**src/rtl/piso_tx.sv**
```systemverilog
// piso_tx: parallel-in serial-out transmitter.
// Accepts WIDTH-bit words on a valid/ready handshake and shifts them out one
// bit per clock, LSB-first (dir=1) or MSB-first (dir=0), chosen per word.
// frame_o marks valid bits and last_o marks the final bit of each word, so a
// downstream serial-in register needs no bit counter of its own. ready_o is
// raised on the last bit, so words can stream back-to-back with no gap.
module piso_tx #(
  parameter int unsigned WIDTH = 4
) (
  input  logic             clk_i,
  input  logic             rst_n_i,
  input  logic [WIDTH-1:0] data_i,
  input  logic             valid_i,
  output logic             ready_o,
  input  logic             dir_i,
  output logic             data_o,
  output logic             frame_o,
  output logic             last_o,
  output logic             busy_o
);

  localparam int unsigned CNT_W = $clog2(WIDTH);
  localparam logic [CNT_W-1:0] CNT_LAST = CNT_W'(WIDTH - 1);

  if (WIDTH < 2 || WIDTH > 32) begin : g_width_check
    $error("piso_tx: WIDTH must be in 2..32");
  end

  typedef enum logic {
    S_IDLE  = 1'b0,
    S_SHIFT = 1'b1
  } state_e;

  state_e           state_q, state_d;
  logic [WIDTH-1:0] sreg_q,  sreg_d;
  logic [CNT_W-1:0] cnt_q,   cnt_d;
  logic             dir_q,   dir_d;

  logic on_last;
  logic accept;

  // The final bit of a word is on the line; the next word may be loaded now.
  assign on_last = (state_q == S_SHIFT) && (cnt_q == CNT_LAST);
  assign accept  = valid_i && ready_o;

  // State register: shift register, bit counter, latched bit order and FSM state.
  // NOTE: the shift register is small and sits in flops, so it takes the async
  // reset like every other register; a mid-word reset discards the word.
  always_ff @(posedge clk_i or negedge rst_n_i) begin
    if (!rst_n_i) begin
      state_q <= S_IDLE;
      sreg_q  <= '0;
      cnt_q   <= '0;
      dir_q   <= 1'b0;
    end else begin
      // NOTE: non-blocking assignments so every register samples the values
      // from before this edge, independent of statement order.
      state_q <= state_d;
      sreg_q  <= sreg_d;
      cnt_q   <= cnt_d;
      dir_q   <= dir_d;
    end
  end

  // Next-state logic: load on handshake, otherwise shift or return to idle.
  always_comb begin
    // NOTE: hold-current defaults on every path keep this purely combinational.
    state_d = state_q;
    sreg_d  = sreg_q;
    cnt_d   = cnt_q;
    dir_d   = dir_q;

    if (accept) begin
      // Same load from IDLE and on the last bit of a running word.
      state_d = S_SHIFT;
      sreg_d  = data_i;
      cnt_d   = '0;
      dir_d   = dir_i;
    end else begin
      case (state_q)
        S_IDLE: begin
          // Nothing loaded; wait for a handshake.
        end
        S_SHIFT: begin
          if (on_last) begin
            state_d = S_IDLE;
            sreg_d  = '0;
          end else begin
            cnt_d = cnt_q + CNT_W'(1);
            if (dir_q) begin
              sreg_d = {1'b0, sreg_q[WIDTH-1:1]};
            end else begin
              sreg_d = {sreg_q[WIDTH-2:0], 1'b0};
            end
          end
        end
        default: begin
          state_d = S_IDLE;
        end
      endcase
    end
  end

  // Output logic: every output is decoded from registered state only.
  always_comb begin
    ready_o = 1'b0;
    frame_o = 1'b0;
    busy_o  = 1'b0;
    last_o  = 1'b0;
    data_o  = 1'b0;

    case (state_q)
      S_IDLE: begin
        ready_o = 1'b1;
      end
      S_SHIFT: begin
        ready_o = on_last;
        frame_o = 1'b1;
        busy_o  = 1'b1;
        last_o  = on_last;
        data_o  = dir_q ? sreg_q[0] : sreg_q[WIDTH-1];
      end
      default: begin
        ready_o = 1'b1;
      end
    endcase
  end

endmodule

```
**config.mk**
```make
export PLATFORM = sky130hd
export DESIGN_NAME = piso_tx
export DESIGN_NICKNAME = d
export VERILOG_FILES = /design/src/rtl/piso_tx.sv
export SDC_FILE = /design/constraint.sdc
export NUM_CORES = 1
export LEC_CHECK = 0
export CORE_AREA = 2 2 39 41
export DETAILED_ROUTE_END_ITERATION = 7
export DIE_AREA = 0 0 41 43
export GPL_ROUTABILITY_DRIVEN = 1
export SLEW_MARGIN = 10
export SYNTH_ARGS = -nofsm -noshare
export SYNTH_HDL_FRONTEND = slang
export SYNTH_SLANG_ARGS = --single-unit
```
**constraint.sdc**
```tcl
create_clock -name clk_i -period 1.8 [get_ports clk_i]
set_input_delay 0.45 -clock clk_i [delete_from_list [all_inputs] [get_ports clk_i]]
set_output_delay 0.45 -clock clk_i [all_outputs]
set_load 0.02 [all_outputs]
```
==> flow_metrics.env, run 1 <==
export IMPL_ir_worst_vdd_v=0.000588
export IMPL_switching_power_uw=346
export IMPL_synth_most_common_cell="dfrtp_1"
export IMPL_synthAdderAreaFrac=0.0305
export IMPL_clk_pin_slew_ns=0.06
export IMPL_multi_input_area_um2=183
export IMPL_maxSlewHeadroom=0.750
export IMPL_synth_area_leader_cell="dfrtp_1"
export IMPL_synthFlopType="dfrtp_1"
export IMPL_regArea_um2=200
export IMPL_cts_setup_buffers=0
export IMPL_routedWlPerCell_um=12.3
export IMPL_dieArea_um2=1760
export IMPL_fp_dieW_um=41
export IMPL_drv_slew=0
export IMPL_synth_top_family_by_area="simple AND/OR/NAND/NOR gates"
export IMPL_leakagePower_nw=0.268
export IMPL_setup_viol=0
export IMPL_dieHeight_um=43
export IMPL_portBuffers=12
export IMPL_synth_top_cells_by_count="dfrtp_1 (8), a221o_1 (4), mux2i_1 (4), nor2_1 (4)"
export IMPL_required_ns=1.35
export IMPL_hold_viol=0
export IMPL_clkSinkCount=8
export IMPL_synth_edff_count=0
export IMPL_cts_root_buf="clkbuf_4"
export IMPL_syn2layout_area_growth_pct=38.4
export IMPL_finalCritPeriodShare=0.969
export IMPL_async_flop_share=1.00
export IMPL_synth_xor_area_frac=0
export IMPL_yosysUniqueCellTypes=19
export IMPL_dp_hpwl_um=601
export IMPL_viasPerCell=4.77
export IMPL_cp_arrival_ns=1.29
export IMPL_status="finished, final reports clean"
export IMPL_rows=14
export IMPL_finalSetupTns_ns=0
export IMPL_grt_pass1_vias=306
export IMPL_synth_cells=35
export IMPL_drv_cap=0
export IMPL_final_fill_count=136
export IMPL_synth_mux_area_frac=0.134
export IMPL_fin_crit_ns=1.74
export IMPL_drive_gt1_frac=0.163
export IMPL_holdCritPathClass="in2async"
export IMPL_clkPwrFrac=0.145
export IMPL_syn_area_per_cell_um2=11.7
export IMPL_critPathCaptureType="primary output"
export IMPL_coreArea_um2=1380
export IMPL_whs_ns=0.479
export IMPL_syn_num_nets=44
export IMPL_ys_ff_latch=8
export IMPL_tightest_slew_ns=0.373
export IMPL_nets=60
export IMPL_drc=0
export IMPL_wl_um=799
export IMPL_powerDensity_nw_per_um2=1640
export IMPL_diodes=0
export IMPL_synth_area_top_cells="dfrtp_1 (49%), a221o_1 (9.8%), mux2i_1 (9.8%), mux2_4 (3.7%), nor2_1 (3.7%)"
export IMPL_num_io_pins=13
export IMPL_seq_area_frac_synth=0.488
export IMPL_synth_compound_area_frac=0.110
export IMPL_htree_levels=1
export IMPL_cts_tree="built"
export IMPL_cts_max_path_buffers=2
export IMPL_critical_path_class="reg2out"
export IMPL_p_comb_frac=0.510
export IMPL_seqPwrFrac=0.344
export IMPL_syn_area_um2=410
export IMPL_path_max_fanout=2
export IMPL_rsz0062_at_grt="no"
export IMPL_swShare=0.371
export IMPL_place_congestion=0.797
export IMPL_drtIter0Drc=6
export IMPL_synthSimpleGateAreaFrac=0.171
export IMPL_fmax_mhz=573
export IMPL_ant_nets=0
export IMPL_fin_area_um2=568
export IMPL_synth_top_cell_area_share=0.488
export IMPL_start_util=0.297
export IMPL_first_pass_iters=4
export IMPL_yosys_warnings=0
export IMPL_clock_skew_ns=0.00531
export IMPL_fin_util=0.410
export IMPL_startpoint_type="flop"
export IMPL_clkLatencyLatePin_ns=0.25
export IMPL_grt_overflow=0
export IMPL_grt_max_degree=10
export IMPL_cts_buffers=3
export IMPL_vias=310
export IMPL_grt_usage=0.114
export IMPL_antenna_found_initial=0
export IMPL_internal_power_uw=588
export IMPL_place_area_um2=542
export IMPL_grt_pass1_wl_um=1310
-- cell type report --
type,count,area share
sequential,8,0.352
multi-input combinational,23,0.322
timing repair buffer,14,0.244
clock buffer,3,0.0396
tap,16,0.0352
inverter,1,0.00661
-- kinds of logic after synthesis --
logic type                 after synthesis
buffers and inverters                    4
and+or+nand+nor                         12
adders and majority gates                1
AOI/OAI and AO/OA                        5
DFF                                      8
muxes                                    5
-- timing repair --
item	CTS	global route
endpoints found under the setup margin	3	4
hold buffers	0	0
resized for setup	3	4
-- state kept, by name (all words and copies together) (netlist names) --
register,count
sreg_q,4
cnt_q,2
dir_q,1
state_q,1
-- layout by cell type, fill, tap and decap left out --
cell type / count
dlygate4sd2_1: 1
clkdlybuf4s50_1: 7
nor2b_1: 1
mux2i_1: 4
a221o_1: 4
inv_1: 1
dfrtp_1: 8
ha_1: 1
buf_4: 2
and2_4: 1
mux2_4: 1
clkbuf_4: 3
and2_2: 1
nand2_1: 1
dlymetal6s2s_1: 2
clkdlybuf4s15_1: 2
nand3b_1: 1
nand2b_1: 1
nor3b_1: 1
or2b_1: 1
nor2_1: 4
o21ai_0: 1
-- metal layers --
metal | GRT usage | wire [um] | vias to the layer above
met5 | 0 | 0 | -
met4 | 0.100 | 19 | 0
met3 | 0.0209 | 57 | 2
met2 | 0.153 | 344 | 12
met1 | 0.148 | 377 | 141
li1 | - | - | 155
-- worst paths after layout --
path	from	endpoint	slack, ns	depth (start not counted)
worst max-delay path	cnt_q[0]	ready_o	0.06	3
worst min-delay path	rst_n_i	state_q	0.48	1
worst max register to register	cnt_q[0]	sreg_q[2]	0.28	5
worst min register to register	cnt_q[0]	cnt_q[0]	0.48	1
max in group asynchronous	rst_n_i	sreg_q[2]	1.05	1
min in group clk_i	cnt_q[0]	cnt_q[0]	0.48	1
-- power by group through the flow --
stage | clock network (mW) | registers [mW] | logic (mW)
after floorplan | 0 | 0.312 | 0.358
after global placement | 0 | 0.323 | 0.500
after detailed placement | 0 | 0.324 | 0.503
after CTS | 0.141 | 0.321 | 0.480
after global routing | 0.148 | 0.331 | 0.527
final | 0.136 | 0.322 | 0.477
-- critical path: stages (launching register included) --
cell and delay [ns]:
dfrtp_1 0.39, ha_1 0.21, nand2b_1 0.15, clkdlybuf4s15_1 0.29
-- metrics by stage --
stage                     instances  setup slack [ns]  total power, mW
after global placement           62            0.0949            0.823
after detailed placement         62            0.0755            0.827
after global routing             65           0.00104             1.01
after CTS                        65            0.0168            0.943
after floorplan                  35             0.366            0.669
final                            65            0.0553            0.934
Note: power is estimated with default switching activity, not from simulation.
==> inputs of run 2 (changes only) <==
CTS_CLUSTER_DIAMETER = 30   (was unset)
clock period = 1.85 ns   (was 1.8 ns; I/O delays follow)
==> flow_metrics.env, run 2 (synthesis results as in run 1) <==
export IMPL_status="finished, final reports clean"
export IMPL_place_area_um2=542
export IMPL_routedWlPerCell_um=12.2
export IMPL_holdCritPathClass="reg2reg"
export IMPL_powerDensity_nw_per_um2=1620
export IMPL_fmax_mhz=560
export IMPL_rrSetupSlack_ns=0.34
export IMPL_fin_cells=65
export IMPL_wl_um=794
export IMPL_min_path_cells=1
export IMPL_vias=310
export IMPL_first_pass_iters=4
export IMPL_r2r_end="sreg_q[2]"
export IMPL_viasPerCell=4.77
export IMPL_dieArea_um2=1760
export IMPL_syn2layout_area_growth_pct=36.6
export IMPL_hold_end="cnt_q[0]"
export IMPL_reg2reg_depth=5
export IMPL_grt_max_degree=10
export IMPL_cp_arrival_ns=1.32
export IMPL_required_ns=1.39
export IMPL_rsz0062_at_grt="no"
export IMPL_tightest_slew_ns=0.373
export IMPL_leakagePower_nw=0.268
export IMPL_grt_pass1_wl_um=1310
export IMPL_seqPwrFrac=0.346
export IMPL_rows=14
export IMPL_drtIter0Drc=6
export IMPL_maxSlewHeadroom=0.750
export IMPL_critical_path_class="reg2out"
export IMPL_clkLatencyLatePin_ns=0.25
export IMPL_finalSetupTns_ns=0
export IMPL_largest_register="sreg_q"
export IMPL_start_util=0.297
export IMPL_p_comb_frac=0.508
export IMPL_fin_crit_ns=1.79
export IMPL_cts_hold_buf=0
export IMPL_grt_usage=0.114
export IMPL_layout_commonest_cell="clkdlybuf4s50_1"
export IMPL_htree_levels=1
export IMPL_swShare=0.371
export IMPL_fin_util=0.405
export IMPL_drv_cap=0
export IMPL_path_max_fanout=2
export IMPL_dieHeight_um=43
export IMPL_hold_start="cnt_q[0]"
export IMPL_drv_slew=0
export IMPL_antenna_found_initial=0
export IMPL_clock_skew_ns=0.00531
export IMPL_fp_dieW_um=41
export IMPL_nets=60
export IMPL_cts_setup_buffers=0
export IMPL_critPathCaptureType="primary output"
export IMPL_cts_resized_gates=3
export IMPL_drive_gt1_frac=0.163
export IMPL_cts_root_buf="clkbuf_4"
export IMPL_place_congestion=0.797
export IMPL_setup_viol=0
export IMPL_clkPwrFrac=0.146
export IMPL_drc=0
export IMPL_grt_pass1_vias=306
export IMPL_cts_buffers=3
export IMPL_num_io_pins=13
export IMPL_coreArea_um2=1380
export IMPL_dp_hpwl_um=601
export IMPL_ir_worst_vdd_v=0.000572
export IMPL_diodes=0
export IMPL_clkSinkCount=8
export IMPL_final_cell_mix="clkdlybuf4s50_1 (9), dfrtp_1 (8), mux2i_1 (4), nor2_1 (4), a221o_1 (4)"
export IMPL_ant_nets=0
export IMPL_grt_overflow=0
export IMPL_r2r_start="cnt_q[0]"
export IMPL_internal_power_uw=570
export IMPL_fin_area_um2=561
export IMPL_largestRegisters="sreg_q x4, cnt_q x2"
export IMPL_clk_pin_slew_ns=0.06
export IMPL_largest_reg_flops=4
export IMPL_cts_max_path_buffers=2
export IMPL_startpoint_type="flop"
export IMPL_portBuffers=12
export IMPL_switching_power_uw=336
export IMPL_hold_viol=0
export IMPL_finalCritPeriodShare=0.966
export IMPL_dp_cells=62
export IMPL_cts_tree="built"
[run 2: cell count changes in the layout (fill, tap and decap cells not counted), sizes merged]
cell	delta
clkdlybuf4s15	-2
clkdlybuf4s50	+2
dlygate4sd2	+2
dlymetal6s2s	-2
[run 2: power by group through the flow]
stage               Combinational (mW)  Clock [mW]  Sequential [mW]
floorplan                        0.348           0            0.303
global placement                 0.486           0            0.314
detailed placement               0.489           0            0.316
CTS                              0.467       0.137            0.313
global route                     0.510       0.144            0.322
finish                           0.461       0.132            0.314
[run 2: layout make-up]
| cell class | count | area, um^2 |
|---|---|---|
| fill | 139 | 823 |
| sequential | 8 | 200 |
| multi-input combinational | 23 | 183 |
| timing repair buffer | 14 | 131 |
| clock buffer | 3 | 22.5 |
| tap | 16 | 20.0 |
| inverter | 1 | 3.75 |
[run 2: critical path, stage by stage (launching register included)]
cell and delay, ns:
dfrtp_1 0.39, ha_1 0.21, nand2b_1 0.15, dlygate4sd2_1 0.33
[run 2: stage by stage]
step           hold slack, ns  power [mW]  setup WS [ns]
2_1_floorplan           0.167       0.651          0.416
3_3_place_gp            0.466       0.800          0.132
3_5_place_dp            0.483       0.805          0.113
4_1_cts                 0.491       0.917         0.0543
5_1_grt                 0.499       0.976        0.00918
6_report                0.483       0.906         0.0637
[run 2: metal layers]
metal  up-vias  GRT usage  share of wire
met2        12      0.153           0.43
met3         2     0.0209          0.067
met4         0      0.100          0.024
met1       141      0.148           0.47
met5         -          0              0
li1        155          -              -
[run 2: how the worst max path moves through the flow]
stage	end	start	slack, ns
3_5_place_dp	ready_o	cnt_q[0]	0.11
6_report	ready_o	cnt_q[0]	0.06
4_1_cts	ready_o	cnt_q[0]	0.05
3_3_place_gp	last_o	cnt_q[0]	0.13
5_1_grt	ready_o	cnt_q[0]	0.009
2_1_floorplan	dir_q	cnt_q[0]	0.42
